**src/rtl/regbank_write_scheduler.sv**
```systemverilog
// -----------------------------------------------------------------------------
// Module: regbank_write_scheduler
// Purpose:
//   Writer-side front end for the 32x32 register bank's single write port.
//   Accepts writeback results from the ALU and the load unit (valid/ready
//   handshakes). Queues them in order in a DEPTH-entry FIFO and drains one
//   entry per clock into the bank.
// Optional feature macro: WBQ_FWD_EN
//   When defined, two lookup ports expose queued-but-unwritten values to the
//   read-port consumers.
// Ports:
//   clk, rst_n                 clock, asynchronous active-low reset
//   alu_valid/rd/data/ready    ALU writeback handshake
//   ld_valid/rd/data/ready     load writeback handshake
//   wr_en, wr_rd, wr_data      register bank write port (head of queue)
//   q_empty, q_count           queue status
//   fwd_ra/rb, fwd_*_hit/data  lookup ports (WBQ_FWD_EN only)
// -----------------------------------------------------------------------------
module regbank_write_scheduler #(
    parameter int DEPTH = 4,
    parameter int AW    = 2
) (
    input  logic          clk,
    input  logic          rst_n,
    input  logic          alu_valid,
    input  logic [4:0]    alu_rd,
    input  logic [31:0]   alu_data,
    output logic          alu_ready,
    input  logic          ld_valid,
    input  logic [4:0]    ld_rd,
    input  logic [31:0]   ld_data,
    output logic          ld_ready,
    output logic          wr_en,
    output logic [4:0]    wr_rd,
    output logic [31:0]   wr_data,
    output logic          q_empty,
    output logic [AW:0]   q_count
`ifdef WBQ_FWD_EN
    ,
    input  logic [4:0]    fwd_ra,
    input  logic [4:0]    fwd_rb,
    output logic          fwd_a_hit,
    output logic [31:0]   fwd_a_data,
    output logic          fwd_b_hit,
    output logic [31:0]   fwd_b_data
`endif
);

    logic [4:0]    ent_rd_q   [DEPTH];
    logic [4:0]    ent_rd_d   [DEPTH];
    logic [31:0]   ent_data_q [DEPTH];
    logic [31:0]   ent_data_d [DEPTH];
    logic [AW-1:0] wp_q, wp_d;
    logic [AW-1:0] rp_q, rp_d;
    logic [AW:0]   count_q, count_d;
    logic [AW:0]   free;
    logic [AW-1:0] ld_slot;
    logic          alu_push;
    logic          ld_push;
    logic          pop;

    // Free slots come from the registered count only, so ready never
    // depends on the same-cycle pop.
    assign free      = (AW+1)'(DEPTH) - count_q;
    assign ld_ready  = (free != '0);
    // The load gets the last free slot when both producers want it.
    assign alu_ready = (free >= (AW+1)'(2)) || ((free == (AW+1)'(1)) && !ld_valid);

    // Writes to R0 complete the handshake but never occupy a slot.
    assign alu_push  = alu_valid && alu_ready && (alu_rd != 5'd0);
    assign ld_push   = ld_valid  && ld_ready  && (ld_rd  != 5'd0);

    // The bank never stalls, so any occupied head drains every cycle.
    assign pop       = (count_q != '0);
    assign wr_en     = pop;
    assign q_empty   = (count_q == '0);
    assign q_count   = count_q;
    assign wr_rd     = wr_en ? ent_rd_q[rp_q]   : 5'd0;
    assign wr_data   = wr_en ? ent_data_q[rp_q] : 32'd0;

    // When both producers push, the ALU entry is older and takes wp.
    assign ld_slot   = wp_q + AW'(alu_push);

    always_comb begin
        ent_rd_d   = ent_rd_q;
        ent_data_d = ent_data_q;
        if (alu_push) begin
            ent_rd_d[wp_q]   = alu_rd;
            ent_data_d[wp_q] = alu_data;
        end
        if (ld_push) begin
            ent_rd_d[ld_slot]   = ld_rd;
            ent_data_d[ld_slot] = ld_data;
        end
        wp_d    = wp_q + AW'(alu_push) + AW'(ld_push);
        rp_d    = rp_q + AW'(pop);
        count_d = count_q + (AW+1)'(alu_push) + (AW+1)'(ld_push) - (AW+1)'(pop);
    end

    always_ff @(posedge clk or negedge rst_n) begin
        if (!rst_n) begin
            wp_q    <= '0;
            rp_q    <= '0;
            count_q <= '0;
            for (int i = 0; i < DEPTH; i++) begin
                ent_rd_q[i]   <= 5'd0;
                ent_data_q[i] <= 32'd0;
            end
        end else begin
            wp_q       <= wp_d;
            rp_q       <= rp_d;
            count_q    <= count_d;
            ent_rd_q   <= ent_rd_d;
            ent_data_q <= ent_data_d;
        end
    end

`ifdef WBQ_FWD_EN
    logic [AW-1:0] fwd_slot;

    // Walk from oldest to youngest so the youngest match wins.
    always_comb begin
        fwd_a_hit  = 1'b0;
        fwd_a_data = 32'd0;
        fwd_b_hit  = 1'b0;
        fwd_b_data = 32'd0;
        fwd_slot   = rp_q;
        for (int i = 0; i < DEPTH; i++) begin
            fwd_slot = rp_q + AW'(i);
            if ((AW+1)'(i) < count_q) begin
                if ((fwd_ra != 5'd0) && (ent_rd_q[fwd_slot] == fwd_ra)) begin
                    fwd_a_hit  = 1'b1;
                    fwd_a_data = ent_data_q[fwd_slot];
                end
                if ((fwd_rb != 5'd0) && (ent_rd_q[fwd_slot] == fwd_rb)) begin
                    fwd_b_hit  = 1'b1;
                    fwd_b_data = ent_data_q[fwd_slot];
                end
            end
        end
    end
`endif

endmodule

```
**config.mk**
```make
export PLATFORM = sky130hd
export DESIGN_NAME = regbank_write_scheduler
export DESIGN_NICKNAME = d
export VERILOG_FILES = /design/src/rtl/regbank_write_scheduler.sv
export SDC_FILE = /design/constraint.sdc
export NUM_CORES = 1
export LEC_CHECK = 0
export BUFFER_PORTS_ARGS = -buffer_cell sky130_fd_sc_hd__buf_2
export CAP_MARGIN = 20
export CELL_PAD_IN_SITES_DETAIL_PLACEMENT = 0
export CELL_PAD_IN_SITES_GLOBAL_PLACEMENT = 1
export CORE_MARGIN = 4
export CORE_UTILIZATION = 46
export CTS_BUF_LIST = sky130_fd_sc_hd__clkbuf_4 sky130_fd_sc_hd__clkbuf_8
export CTS_CLUSTER_SIZE = 10
export DETAILED_ROUTE_END_ITERATION = 8
export PLACE_DENSITY = 0.93
export SLEW_MARGIN = 10
export SYNTH_ARGS = -nofsm -noshare
export SYNTH_HDL_FRONTEND = slang
export SYNTH_SLANG_ARGS = --single-unit
```
**constraint.sdc**
```tcl
create_clock -name clk -period 4.1 [get_ports clk]
set_input_delay 0.41 -clock clk [delete_from_list [all_inputs] [get_ports clk]]
set_output_delay 0.41 -clock clk [all_outputs]
set_load 0.02 [all_outputs]
```
# Word-level counts from Yosys, hierarchy flattened
# Cells that the tools add are included.
# totals
ff_bits,155
out_inout_bits,44
# classes
add_sub_neg,7
order_cmp,6
eq_ne,1
muxes,24
n_bitwise,3
reduce_logical,14
# op_table
operator,n
128-bit bitwise mux,2
128-bit 2-to-1 mux,2
32-bit 2-to-1 mux,5
32-bit demux with 2-bit select,2
32-bit binary-select mux with 2-bit select,1
20-bit bitwise mux,2
20-bit 2-to-1 mux,2
5-bit 2-to-1 mux,5
5-bit demux with 2-bit select,2
5-bit binary-select mux with 2-bit select,1
5-bit nonzero test,2
3-bit >= comparator (second input constant),3
2-bit NOT with 3-bit output,3
1-bit logical AND,7
2-bit by 1-bit adder with 2-bit output,3
3-bit by 1-bit adder with 3-bit output,2
3-bit by 1-bit less-than comparator with 1-bit output (second input constant),2
3-bit nonzero test,2
3-bit by 1-bit equality test with 1-bit output (second input constant),1
3-bit by 2-bit >= comparator with 1-bit output (second input constant),1
3-bit logical NOT,1
3-bit by 1-bit subtractor with 3-bit output,1
3-bit subtractor (first input constant),1
1-bit logical NOT,1
1-bit logical OR,1

# Depth between registers and ports, before layout
# Gate-level depths: netlist of the first run.
# depth
depth_word,14
mapped_depth,14
depth_no_buf,13

# Least setup slack after synthesis of the first run
# OpenSTA, ideal clock, no wires.
# synth_timing
path_kind,reg-to-reg
from,"reg count_q[1], in the netlist q_count[1]"
to,"reg count_q[2], in the netlist q_count[2]"
t_arrival_ns,3.134
required_time_ns,3.977
path_slack_ns,0.844
path_stages_with_launch,15
n_path_buf,1
synth_period_minus_slack_ns,3.256
cell_sequence,dfrtp_1 inv_1 ha_1 ha_1 inv_1 o31ai_4 clkbuf_2 nor2b_1 inv_1 ha_1 inv_1 fa_1 fa_1 xnor2_1 xnor2_1
# synth_between
elab_chain_cells,9
# synth_lines
item,line,rtl
start: declaration,55,"logic [AW:0] count_q, count_d;"
start signal: assignment,112,count_q <= count_d;
branches (longest 8 deep; another with 3-bit subtractor),--,
3-bit by 1-bit subtractor with 3-bit output *,97,count_d = count_q + (AW+1)'(alu_push) + (AW+1)'(ld_push) - (AW+1)'(pop);
net count_d[2],55,
# Mark *: on every way through the listed nets, which the timed path passes.

==> metrics.txt, run 1 <==
Pleak 3.98 nW; Worst VDD drop around 0.39 mV; final setup margin roughly 640 ps; Place WS 691 ps; most frequent cells in the layout dfrtp_1 (153), nor2_1 (150), a31oi_1 (148); first-pass GRT wire length roughly 44 mm; Synth Area in Simple Gates 0.176; total negative setup slack 0 ps; DR DRC count 0; number of setup buffers added after CTS 0; WP data required 4430 ps; die area ~22000 um^2; CP max FO just under 60; syn_area_per_cell between 9 and 10 um^2; CTS tree yes; max-cap viol count 0; clock skew about 14 ps; hpwl dp between 15 and 20 mm; cell mode on critical path ha_1; Netlist cell types 33; Synth Area in XOR/XNOR 0.00581; IO buf count 121; final hold vios 0; Final Setup Violations 0; GR Util All Layers 0.252; Core ar. 19400 um^2; post-route clock period utilization 0.843; RSZ-0062 raised after global routing no; Synth Area in Compound Gates 0.207; combinational family with the most area after synthesis compound AO/OA/AOI/OAI gates; Pwr Density slightly below 1000 nW/um^2; Layout area overhead 11.2%; num rows 51; clock sinks about 160; hold buffer count at CTS 0; cells along the critical path inv_1, ha_1, ha_1, inv_1, o31ai_4, nor2b_1, ha_1, xnor2_1, o2111ai_4, buf_12, nor2_1, a31oi_1; Overall Power 0.00972 W; Worst Max-Slew Pin Slew between 1000 and 1500 ps; final net count about 1.1k; vias in the first global route between 8k and 9k; mux cell area share after synthesis 0.0921; Num CTS Buffers 17; number of cells produced by synthesis 980; GP Congestion 0.776; Arr. time, crit path about 3800 ps; Synth warnings 0; CP Capture Type register; status completed; initial DRC count 1004; Slew Limit Fails 0; Via density slightly above 6; Worst-Skew Late Latency 460 ps; initial antenna violation count 0; Max clock buf depth 2; post-synthesis sequential area ratio 0.429; post-synthesis register bit count ~160; gr ovfl total 0; Crit Path Class reg2reg; Post-Syn Area around 9000 um^2; Fmax just under 300 MHz; htree depth 4; Synth Area in Adders 0.0169; crit start category register; io pins 122; DR vias 8149; slowest CP cell xnor2_1; largest net degree at the start of global routing a little under 90; drt wl/cell around 21 um; max_slew headroom 0.257; n_diodes 0; CP peak stage delay 470 ps; antenna viol nets, final 0; most common cell after layout, fill and taps aside dfrtp_1; die height 148 um; Resized Gates After CTS 0; Syn Nets about 1.1k; Hold Path Class in2async; share of cells above drive strength 1 0.216; Starting Density 0.466; crit path time final about 3500 ps; Reg clk slew, reported paths roughly 90 ps; root buffer cell clkbuf_8; 1st-pass router iterations 6; final wirelength around 28 mm; Die X roughly 150 um
-- power by group --
group	switching, W	total [W]	internal, W
Clock	0.000590	0.00116	0.000566
Combinational	0.00334	0.00563	0.00230
Sequential	0.000542	0.00293	0.00239
Total	0.00447	0.00972	0.00525
-- layer usage --
| layer | part of all wire | GRT usage | vias to the layer above |
|---|---|---|---|
| met2 | 0.48 | 0.403 | 439 |
| met4 | 0.024 | 0.0975 | 0 |
| li1 | - | - | 3705 |
| met1 | 0.41 | 0.349 | 3959 |
| met5 | 0 | 0 | - |
| met3 | 0.085 | 0.0393 | 46 |
-- critical path, delay by kind of cell, from the launching register on --
| kind | cells | cell delay (ps) |
|---|---|---|
| AO/OA/AOI/OAI | 3 | 770 |
| XOR/XNOR | 1 | 470 |
| adder cells (fa/ha/maj) | 3 | 790 |
| buffers and inverters | 3 | 600 |
| flip-flops | 1 | 430 |
| AND/OR/NAND/NOR | 2 | 240 |
-- logic make-up after synthesis --
group / Yosys count
buffers and inverters: 113
xor gates and xnor gates: 6
and+or+nand+nor: 347
muxes: 37
adders and majority gates: 11
DFF: 155
AOI/OAI and AO/OA: 311
-- layout make-up --
cell class | count | area (um^2)
well taps | 265 | 332
clock buffers | 20 | 263
fillers | 1839 | 9340
multi-input cells | 712 | 4560
repair buffers | 144 | 867
clock inverters | 11 | 121
inverters | 9 | 33.8
flip-flops and latches | 155 | 3880
-- synthesized netlist by cell type (all sizes together) --
library cell / instances / share of area
dfrtp: 155 / 0.43
o311a: 3 / 0.0033
nor2b: 4 / 0.0028
o21a: 1 / 0.00083
o21ai: 151 / 0.087
o211ai: 1 / 0.0024
mux4: 37 / 0.092
clkbuf: 23 / 0.0098
nand3: 130 / 0.072
a31oi: 149 / 0.10
nand2b: 1 / 0.00069
xnor2: 4 / 0.0039
xor2: 2 / 0.0019
nor2: 150 / 0.062
fa: 2 / 0.0044
and2: 37 / 0.026
o31ai: 1 / 0.0024
a21boi: 1 / 0.00083
ha: 9 / 0.012
or4: 2 / 0.0025
o2111ai: 4 / 0.0066
inv: 9 / 0.0037
or2: 2 / 0.0017
nand2: 21 / 0.0087
buf: 81 / 0.059
-- sequential cells by signal (all words and copies together) (netlist names) --
register,flops
ent_rd_q,20
wp_q,2
q_count,3
ent_data_q,128
rp_q,2
-- path summary, 6_finish.rpt --
path,startpoint,endpoint,slack [ps],cells past startpoint
min in group clk,alu_rd[1],ent_rd_q[16],230,3
max reg2reg,q_count[1],ent_data_q[80],640,12
min reg2reg,ent_data_q[83],ent_data_q[83],560,2
min,rst_n,q_count[2],10,1
max in group asynchronous,rst_n,ent_data_q[68],3220,2
max,q_count[1],ent_data_q[80],640,12
-- stage by stage --
stage          utilization  hold slack, ps  instances  instance area [um^2]
3_3_place_gp         0.496             535       1283                  9630
3_5_place_dp         0.496             531       1283                  9630
6_report             0.519            11.7       1316                 10100
4_1_cts              0.516            26.7       1314                 10000
2_1_floorplan            -             114        980                  9040
5_1_grt              0.519            67.1       1316                 10100
No activity file was read; power rests on OpenSTA's default activity.
==> run 2: changes to the inputs <==
Settings changed: ABC_AREA set to 1, CORE_UTILIZATION 46 to 38, PLACE_DENSITY 0.93 to 0.88.
Clock period 4.1 ns to 3.1 ns, I/O delays scaled along.
==> metrics.txt, run 2 <==
1st-pass router iterations 6; Post-Syn Area around 9000 um^2; Worst VDD drop between 0.5 and 0.6 mV; drt wl/cell approximately 18 um; vias in the first global route 9206; Hold Path Class in2reg; first-pass GRT wire length 50.2 mm; Slew Limit Fails 0; crit path time final around 2900 ps; CP Capture Type register; max-cap viol count 0; GR Util All Layers 0.240; Yosys top cell area share 0.428; Syn Nets between 1k and 1.5k; Synth Area in Compound Gates 0.144; CP top delay family simple AND/OR/NAND/NOR gates; final net count 1553; final hold vios 0; DR DRC count 0; gr ovfl total 0; clock sinks about 160; io pins about 120; Synth Area in Simple Gates 0.349; htree depth 4; top-count cell post-synth nor2_1; die area 26400 um^2; Most Crowded Layer GR met2; post-synthesis sequential area ratio 0.428; GR Layer Usage met3 0.0402; RSZ-0062 raised after global routing yes; final wirelength around 32 mm; Synth Flop Type dfrtp_1; Crit Path Class reg2reg; DR vias 9416; IO buf count around 120; CTS tree yes; Psw ~0.0065 W; CP peak stage delay between 400 and 500 ps; Synth Area in Adders 0.0168; initial antenna violation count 1; reg2reg start q_count[0]; design area about 11000 um^2; GP Congestion between 0.8 and 0.9; root buffer cell clkbuf_8; post-route clock period utilization 0.943; Fmax around 340 MHz; Reg clk slew, reported paths 90 ps; largest net degree at the start of global routing 77; syn_area_per_cell ~6.6 um^2; Worst Max-Slew Pin Slew ~870 ps; hold-critical path depth 3; share of cells above drive strength 1 0.144; max reg flops 128; Resized Gates After CTS 0; most flop-heavy register ent_data_q; initial DRC count approximately 900; clock skew around 17 ps; cells along the critical path inv_2, ha_1, ha_2, inv_1, nor2_1, nand3_1, nand3_1, inv_1, ha_1, inv_1, nand2_1, nand2_1, nand3_1, nor2_2, buf_12, nor2_1, a21oi_1; HP Start ld_data[29]; post-synthesis register bit count about 160; mux cell area share after synthesis 0; Comb pwr share 0.591; die height roughly 160 um; slowest CP cell dfrtp_2; Worst-Skew Late Latency between 400 and 500 ps; Arr. time, crit path approximately 3300 ps; Die X 162 um; Sw Share 0.492; Hold Path Sink ent_data_q[29]; Max clock buf depth 2; Netlist cell types 20; Pleak between 5 and 6 nW; Via density 5.24; largest area contributor in the netlist dfrtp_1; M1 GR Usage 0.333; Pwr Density 1260 nW/um^2; Final Setup Violations 0; cell count of the worst reg-to-reg path 17; number of cells produced by synthesis around 1.4k; Num CTS Buffers 17; hpwl dp 19.9 mm; status completed; WP data required 3480 ps; num rows 56; CP bufs+invs 5; fill count between 2k and 2.5k; Layout area overhead 16.3%; ranking of synthesized cells by area dfrtp_1 (43%), nor2_1 (23%), a21oi_1 (10%), nand2_1 (8.7%), o21ai_0 (4.1%); R2R Setup Slk between 150 and 200 ps; placed cell area slightly above 10000 um^2; Synth async-reset ratio 1.00; FF-to-FF End ent_data_q[119]; crit start category register; combinational family with the most area after synthesis simple AND/OR/NAND/NOR gates; most frequent cells in the layout nor2_1 (559), nand2_1 (210), a21oi_1 (185); Core ar. 23500 um^2; Overall Power about 0.013 W; antenna viol nets, final 0; Clock power frac 0.129; Post-synth top cells nor2_1 (563), nand2_1 (210), a21oi_1 (185); most common cell after layout, fill and taps aside nor2_1; max_slew headroom 0.422; Seq pwr share 0.280; Synth warnings 0; Synth Area in XOR/XNOR 0.00387; met2 usage 0.394; Starting Density 0.386; Post-synth EDFFs 0; CP max FO 20; internal power approximately 0.0068 W
==> run 2: cell types whose count changed in the layout (fill, tap and decap cells not counted), sizes merged, moves of 18 or more <==
cell | previous run | this run
o21ai | 151 | 74
and2 | 37 | 0
mux4 | 37 | 0
buf | 144 | 162
nand4 | 0 | 28
a31oi | 149 | 0
nand3 | 130 | 10
a21oi | 0 | 186
nor2 | 150 | 564
inv | 10 | 40
nand2 | 21 | 210
==> run 2: worst max path at each step <==
stage	start	to	slack (ps)	depth (start not counted)
2_1_floorplan	q_count[1]	q_count[2]	20	15
3_3_place_gp	q_count[0]	ent_data_q[24]	310	16
3_5_place_dp	q_count[0]	ent_rd_q[0]	200	17
4_1_cts	q_count[0]	ent_data_q[100]	190	17
5_1_grt	q_count[1]	ent_data_q[100]	-7	17
6_report	q_count[0]	ent_data_q[119]	180	17
==> run 2: layout make-up <==
| class | instances | area [um^2] | share of cell area |
|---|---|---|---|
| sequential | 155 | 3880 | 0.368 |
| clock buffer | 21 | 264 | 0.0251 |
| inverter | 39 | 146 | 0.0139 |
| antenna | 1 | 2.50 | 0.000237 |
| multi-input combinational | 1088 | 4670 | 0.443 |
| timing repair buffer | 163 | 1000 | 0.0953 |
| tap | 319 | 399 | 0.0379 |
| clock inverter | 11 | 169 | 0.0160 |
==> run 2: power by group through the flow <==
stage	clock [W]	combinational [W]	sequential (W)
detailed placement	0	0.00780	0.00374
floorplan	0	0.00543	0.00363
CTS	0.00174	0.00784	0.00371
finish	0.00172	0.00785	0.00372
global route	0.00182	0.00872	0.00384
global placement	0	0.00764	0.00370
==> run 2: worst register-to-register path: stages (launching register included) <==
cell,delay [ps]
dfrtp_2,410
inv_2,60
ha_1,200
ha_2,350
inv_1,40
nor2_1,70
nand3_1,100
nand3_1,110
inv_1,60
ha_1,200
inv_1,80
nand2_1,50
nand2_1,150
nand3_1,150
nor2_2,350
buf_12,230
nor2_1,80
a21oi_1,160
==> run 2: layer usage <==
layer | part of all wire | wire (um)
met5 | 0 | 0
met1 | 0.44 | 13900
met3 | 0.079 | 2530
met4 | 0.015 | 480
met2 | 0.47 | 14900
==> run 2: repair_timing <==
action / in CTS / in global routing
buffers inserted: 0 / 1
hold buffers: 1 / 0
hold endpoints to repair: 73 / 0
setup endpoints to repair: 0 / 12
==> run 2: logic make-up (layout without fill, tap and decap cells) <==
group | Yosys count | count (layout)
adders and majority gates | 11 | 11
xor gates and xnor gates | 4 | 4
AOI/OAI and AO/OA | 260 | 260
DFF | 155 | 155
and+or+nand+nor | 813 | 813
other | 0 | 1
buffers and inverters | 128 | 234
==> run 2: through the flow <==
stage                util  setup slack (ps)  instances  hold WS (ps)  TNS [ps]
floorplan               -              18.8       1371          14.4         0
global placement    0.430               306       1762           413         0
detailed placement  0.430               204       1762           406         0
CTS                 0.449               185       1795           123         0
global route        0.449             -7.41       1797           134     -8.48
finish              0.449               177       1797           145         0
